File: src/rtl/vreg_read_stage.sv
// VRF read stage: turns address-generator beats into fixed-latency VRF reads and
// queues the returned data with first/last tags for the execute lane.
module vreg_read_stage #(
    parameter int DATA_WIDTH = 64,
    parameter int ADDR_WIDTH = 5,
    parameter int OFF_WIDTH  = 8,
    parameter int RD_LAT     = 2,
    parameter int FIFO_DEPTH = 8
) (
    input  logic                  clk,
    input  logic                  rst_n,
    input  logic                  in_valid,
    input  logic [ADDR_WIDTH-1:0] in_addr,
    input  logic [OFF_WIDTH-1:0]  in_off,
    input  logic                  in_start,
    input  logic                  in_end,
    output logic                  vrf_rd_en,
    output logic [ADDR_WIDTH-1:0] vrf_rd_addr,
    output logic [OFF_WIDTH-1:0]  vrf_rd_off,
    input  logic [DATA_WIDTH-1:0] vrf_rd_data,
    output logic                  out_valid,
    input  logic                  out_ready,
    output logic [DATA_WIDTH-1:0] out_data,
    output logic                  out_first,
    output logic                  out_last,
    output logic                  hold,
    output logic                  ovf,
    output logic                  op_done
);

    localparam int PTR_W = $clog2(FIFO_DEPTH);
    localparam int CNT_W = PTR_W + 1;
    localparam int SUM_W = CNT_W + 1;
    localparam logic [SUM_W-1:0] DEPTH_S = SUM_W'(FIFO_DEPTH);
    localparam logic [SUM_W-1:0] HOLD_S  = SUM_W'(FIFO_DEPTH - RD_LAT - 1);

    logic [CNT_W-1:0] fifo_count;
    logic [CNT_W-1:0] inflight;
    logic [SUM_W-1:0] occ;
    logic             admit;
    logic             push;
    logic             pop;
    logic [1:0]       push_tag;

    // Occupancy counts reads already issued, so a push can never find the FIFO full.
    assign occ   = SUM_W'(fifo_count) + SUM_W'(inflight);
    assign admit = in_valid && (occ < DEPTH_S);
    assign hold  = (occ >= HOLD_S);

    // Stage p0: registered VRF read request
    logic                  rd_vld_p0;
    logic [ADDR_WIDTH-1:0] addr_p0;
    logic [OFF_WIDTH-1:0]  off_p0;
    logic [1:0]            tag_p0;

    always_ff @(posedge clk) begin
        if (!rst_n) rd_vld_p0 <= 1'b0;
        else        rd_vld_p0 <= admit;
    end

    always_ff @(posedge clk) begin
        if (in_valid) begin
            addr_p0 <= in_addr;
            off_p0  <= in_off;
            tag_p0  <= {in_start, in_end};
        end
    end

    assign vrf_rd_en   = rd_vld_p0;
    assign vrf_rd_addr = addr_p0;
    assign vrf_rd_off  = off_p0;

    // Stage p1: RD_LAT-deep sideband shift, last slot aligned with vrf_rd_data
    logic       vld_p1 [RD_LAT];
    logic [1:0] tag_p1 [RD_LAT];

    always_ff @(posedge clk) begin
        if (!rst_n) begin
            for (int i = 0; i < RD_LAT; i++) vld_p1[i] <= 1'b0;
        end else begin
            vld_p1[0] <= rd_vld_p0;
            for (int i = 1; i < RD_LAT; i++) vld_p1[i] <= vld_p1[i-1];
        end
    end

    always_ff @(posedge clk) begin
        tag_p1[0] <= tag_p0;
        for (int i = 1; i < RD_LAT; i++) tag_p1[i] <= tag_p1[i-1];
    end

    assign push     = vld_p1[RD_LAT-1];
    assign push_tag = tag_p1[RD_LAT-1];

    // Stage p2: output FIFO, entry = {first, last, data}
    logic [DATA_WIDTH+1:0] mem [FIFO_DEPTH];
    logic [PTR_W-1:0]      wr_ptr;
    logic [PTR_W-1:0]      rd_ptr;

    assign out_valid = (fifo_count != '0);
    assign pop       = out_valid && out_ready;
    assign {out_first, out_last, out_data} = mem[rd_ptr];

    always_ff @(posedge clk) begin
        if (push) mem[wr_ptr] <= {push_tag, vrf_rd_data};
    end

    always_ff @(posedge clk) begin
        if (!rst_n) begin
            wr_ptr     <= '0;
            rd_ptr     <= '0;
            fifo_count <= '0;
            inflight   <= '0;
            ovf        <= 1'b0;
            op_done    <= 1'b0;
        end else begin
            if (push) wr_ptr <= wr_ptr + PTR_W'(1);
            if (pop)  rd_ptr <= rd_ptr + PTR_W'(1);

            case ({push, pop})
                2'b10:   fifo_count <= fifo_count + CNT_W'(1);
                2'b01:   fifo_count <= fifo_count - CNT_W'(1);
                default: fifo_count <= fifo_count;
            endcase

            case ({admit, push})
                2'b10:   inflight <= inflight + CNT_W'(1);
                2'b01:   inflight <= inflight - CNT_W'(1);
                default: inflight <= inflight;
            endcase

            ovf     <= ovf | (in_valid & ~admit);
            op_done <= pop & out_last;
        end
    end

endmodule

File: config.mk
export PLATFORM = sky130hd
export DESIGN_NAME = vreg_read_stage
export DESIGN_NICKNAME = d
export VERILOG_FILES = /design/src/rtl/vreg_read_stage.sv
export SDC_FILE = /design/constraint.sdc
export NUM_CORES = 1
export LEC_CHECK = 0
export ABC_AREA = 1
export ABC_CLOCK_PERIOD_IN_PS = 8800
export BUFFER_PORTS_ARGS = -buffer_cell sky130_fd_sc_hd__buf_2
export CAP_MARGIN = 20
export CORE_MARGIN = 3
export CORE_UTILIZATION = 50
export DETAILED_ROUTE_END_ITERATION = 10
export GPL_TIMING_DRIVEN = 0
export PLACE_DENSITY = 0.74
export SYNTH_ARGS = -nofsm -noshare
export SYNTH_HDL_FRONTEND = slang
export SYNTH_SLANG_ARGS = --single-unit
File: constraint.sdc
create_clock -name clk -period 8.8 [get_ports clk]
set_input_delay 0.88 -clock clk [delete_from_list [all_inputs] [get_ports clk]]
set_output_delay 0.88 -clock clk [all_outputs]
set_load 0.05 [all_outputs]
======== Yosys cells after proc, flatten, opt, wreduce, memory -nomap -nowiden ========
Memory sizes are Yosys's and may differ from the RTL's. A register that Yosys moved wholly into a read port is not among the register bits.
Index checks and enable logic that the tools add are counted.
word-level totals
  logic and storage cells ................. 47
  bits in registers ....................... 32
  output and inout bits ................... 84
  RAM bits ................................ 534
  memories kept ........................... 3
memory list
  memory  depth  width  read ports  clocked after Yosys merged registers in  wr ports  line  source
  mem     8      66     1           1                                        1         95    logic [DATA_WIDTH+1:0] mem [FIFO_DEPTH];
  tag_p1  2      2      2           0                                        2         75    logic [1:0] tag_p1 [RD_LAT];
  vld_p1  2      1      2           0                                        2         74    logic vld_p1 [RD_LAT];
cells by class
  equality and inequality tests ........... 4
  bitwise logic cells ..................... 6
  reduce and logical (&&, ||, !) cells .... 5
  magnitude comparators ................... 2
  add/sub/neg operators ................... 7
  mux-type cells .......................... 10
operators by type and width
  kind                 number
  $pmux 4 s2           2
  $add 4x1->4 const B  2
  $sub 4x1->4 const B  2
  $add 3x1->3 const B  2
  $mux 1               6
  $mux 3               2
  $add 4x4->5          1
  $ge 5x3->1 const B   1
  $lt 5x4->1 const B   1
  $eq 2x1->1 const B   2
  $eq 2x2->1 const B   2
  $reduce_bool 2->1    2
  $reduce_bool 4->1    1
  $or 1x1->1           3
  $and 1x1->1          2
  $logic_and 1x1->1    2
  $not 1->1            1

======== Longest topological paths before layout ========
  depth in word-level cells ............... 6
  mapped depth ............................ 16
  gate-level depth less buffers ........... 16

======== Worst setup path after synthesis ========
OpenSTA, ideal clock, no wires.
  path kind ............................... register -> register
  from .................................... mem vld_p1[1][0], in the netlist vld_p1[0][1]
  to ...................................... mem mem[0][0] in the netlist's numbering, enable pin
  path buffers ............................ 0
  cell stages (with the launch flop) ...... 4
  data arrival time ....................... 3.528 ns
  library setup time ...................... 0.490 ns
  setup slack ............................. 4.782 ns
  data required time ...................... 8.310 ns
  period minus slack after synthesis ...... 4.018 ns
  cell sequence ........................... dfxtp_1 inv_2 or2_2 nor2_1
RTL lines
  item                line
  start: declaration  74
  end: declaration    95

==> run summary <==
Min-Delay Path Class: reg -> reg
final worst path period share: 43.2%
Ports: 167
Core ar.: 43,300 sq um
die area: 46,600 sq um
CP arrival: 2.92 ns
Setup WS pre-CTS: 5.67 ns
vias post-DR: 14,354
# DRC: 0
Highest Clock Rate: 0.263 GHz
pin count of the biggest net entering global routing: 28
synthesized cell area: 22,000 sq um
synthesized flop and latch total: 569
routed wire length: 53,500 um
cts hold-fix bufs: 0
register area share after synthesis: 76.4%
total track usage: 22.9%
FILL cells: 3,292
worst reg-to-reg setup slack: 6.11 ns
CTS tree: yes
leakage power: 9.14 nW
postcts setup bufs: 0
Clk pin slew, worst setup/hold paths: 0.06 ns
top cell type by total area after synthesis: edfxtp_1
Final Max Tran Viols: 0
routed len/inst: 21.0 um
Clock Skews: 0.0102 ns
max-cap check violation count: 0
Detailed Place HPWL: 33,400 um
critical path class: reg -> out
clock root cell: clkbuf_16
crit path time final: 3.80 ns
Peak VDD IR: 0.339 mV
CP startpoint kind: register
post-DR vias/cell: 5.63
Yosys top cell area share: 74.0%
CP endpoint kind: output pin
Clk Latency, worst-skew pair: 0.60 ns
CTS max path bufs: 3
drt pass-1 iters: 6
Final Hold Viols: 0
Routed Antenna Nets: 0
Syn Inst Count: 1,671
Initial Util: 50.9%
TritonCTS Buffers: 56
Die X: 216 um
GRT overflow: 0
critical path peak fanout: 10
share of cells above drive strength 1: 17.4%
Synth Warn #: 0
Max-slew headroom: 32.6%
Pwr Density: 328 nW/um^2
GPL Wtd Cong: 0.792
DRT iter0 DRCs: 1,683
initial antenna violation count: 9
ranking of synthesized cells by area: edfxtp_1 74%, nor2_1 4.9%, nand2_1 3.8%, o22ai_1 3.7%, o21ai_1 3.3%
Syn Nets: 1,768
Syn Area/Cell: 13.2 sq um
worst-margin pin slew: 1.01 ns
register area: 16,800 sq um
die height: 216 um
# clock sinks: 569
vias in the first global route: 14,597
multi-input logic area: 4580 sq um
status: completed
global-route wire length before repair: 82,400 um
setup ws final: 5.00 ns
Syn-to-layout area delta: 17.3%
Port Buf Inserts: 166
final net count: 2,010
hold slack: 0.342 ns
CP Data Required Time: 7.92 ns
Yosys cell types: 26
setup TNS: 0 ns
H-Tree Depth: 2
final setup vio count: 0
unrepaired setup endpoints after global routing: no
post_cts resized: 0
number of core rows: 76
==> cells in the mapped netlist <==
| master | instances |
|---|---|
| o21bai_1 | 1 |
| nor2_1 | 290 |
| fa_1 | 2 |
| dfxtp_1 | 26 |
| ha_1 | 12 |
| nand3_1 | 8 |
| o21ai_1 | 146 |
| buf_1 | 3 |
| nand2_1 | 224 |
| or2_2 | 1 |
| nor3_1 | 1 |
| buf_6 | 14 |
| clkbuf_1 | 33 |
| buf_2 | 47 |
| o211ai_1 | 1 |
| buf_4 | 5 |
| xor2_1 | 1 |
| a21oi_1 | 12 |
| inv_1 | 24 |
| inv_4 | 1 |
| nand4_1 | 2 |
| xnor2_1 | 5 |
| o21ai_0 | 132 |
| edfxtp_1 | 543 |
| inv_2 | 7 |
| o22ai_1 | 130 |
==> flip-flops by register name (all words and copies together), names as in the netlist, 2 cells and up, named ones only <==
register and flops:
fifo_count 4, vrf_rd_off 8, tag_p1 4, inflight 4, rd_ptr 3, wr_ptr 3, vrf_rd_addr 5, mem 528
vld_p1 2, tag_p0 2
==> power by group <==
| part | internal (mW) | leakage (nW) | switching [mW] | total [mW] |
|---|---|---|---|---|
| logic | 0.793 | 3.16 | 2.26 | 3.05 |
| clock network | 1.38 | 0.871 | 0.971 | 2.35 |
| registers | 3.03 | 5.11 | 0.0500 | 3.08 |
==> per-stage QoR <==
step / power (mW) / cell area [sq um] / instances / util, %
after detailed placement: 6.16 / 24000 / 2440 / 55.5
after CTS: 8.50 / 25800 / 2544 / 59.7
final: 8.47 / 25800 / 2549 / 59.7
after floorplan: 5.29 / 22000 / 1671 / -
after global placement: 6.08 / 23600 / 2422 / 54.5
after global routing: 8.88 / 25800 / 2545 / 59.7
==> per-layer routing <==
layer | vias to the layer above | global-route usage [%] | part of all wire [%]
met3 | 92 | 5.59 | 8.9
met2 | 656 | 38.4 | 49
met5 | - | 0 | 0.15
met4 | 10 | 6.02 | 1.9
li1 | 6589 | - | -
met1 | 7007 | 30.2 | 40
==> kinds of logic (layout without fill, tap and decap cells) <==
logic type / Yosys count / in the layout / synth area share [%]
XOR/XNOR: 6 / 6 / 0.239
buffers and inverters: 134 / 422 / 3.12
AND/OR/NAND/NOR: 526 / 526 / 9.05
AO/OA/AOI/OAI: 422 / 422 / 10.3
adder cells (fa/ha/maj): 14 / 14 / 0.863
flip-flops: 569 / 569 / 76.4
other: 0 / 5 / 0
==> area by class of cell <==
type	count	area share [%]
Tap cell	585	2.83
Antenna cell	5	0.0484
Clock inverter	24	0.968
Timing Repair Buffer	184	4.64
Clock buffer	80	6.05
Sequential cell	569	65.1
Multi-Input combinational cell	968	17.7
Inverter	32	0.474
Buffer	102	2.19
==> placed cells by master (no fill, tap or decap), types with 2 or more instances in the layout <==
cell,count
edfxtp_1,543
nor2_1,282
nand2_1,224
buf_2,213
o21ai_1,146
o21ai_0,132
o22ai_1,130
clkbuf_16,58
clkbuf_1,52
dfxtp_1,26
inv_1,24
buf_12,17
buf_6,14
a21oi_1,12
ha_1,12
clkinv_1,12
nor2_4,8
nand3_1,8
inv_2,7
diode_2,5
buf_4,5
xnor2_1,5
bufinv_16,5
buf_1,3
clkbuf_8,3
clkinv_2,3
nand4_1,2
fa_1,2
clkinvlp_4,2
==> critical path, stage by stage (launching register included) <==
cell,delay [ns]
dfxtp_1,0.29
buf_2,0.17
inv_2,0.06
clkbuf_1,0.68
clkbuf_1,0.56
nand2_1,0.13
nand2_1,0.14
buf_2,0.29
==> path summary, 6_finish.rpt <==
kind / startpoint / end / depth (start not counted)
hold reg to reg: tag_p0[1] / tag_p1[0][1] / 0
hold / removal: tag_p0[1] / tag_p1[0][1] / 0
setup / recovery: register / out_data[43] / 7
setup reg to reg: inflight[0] / inflight[2] / 15
Note: power is estimated with default switching activity, not from simulation.
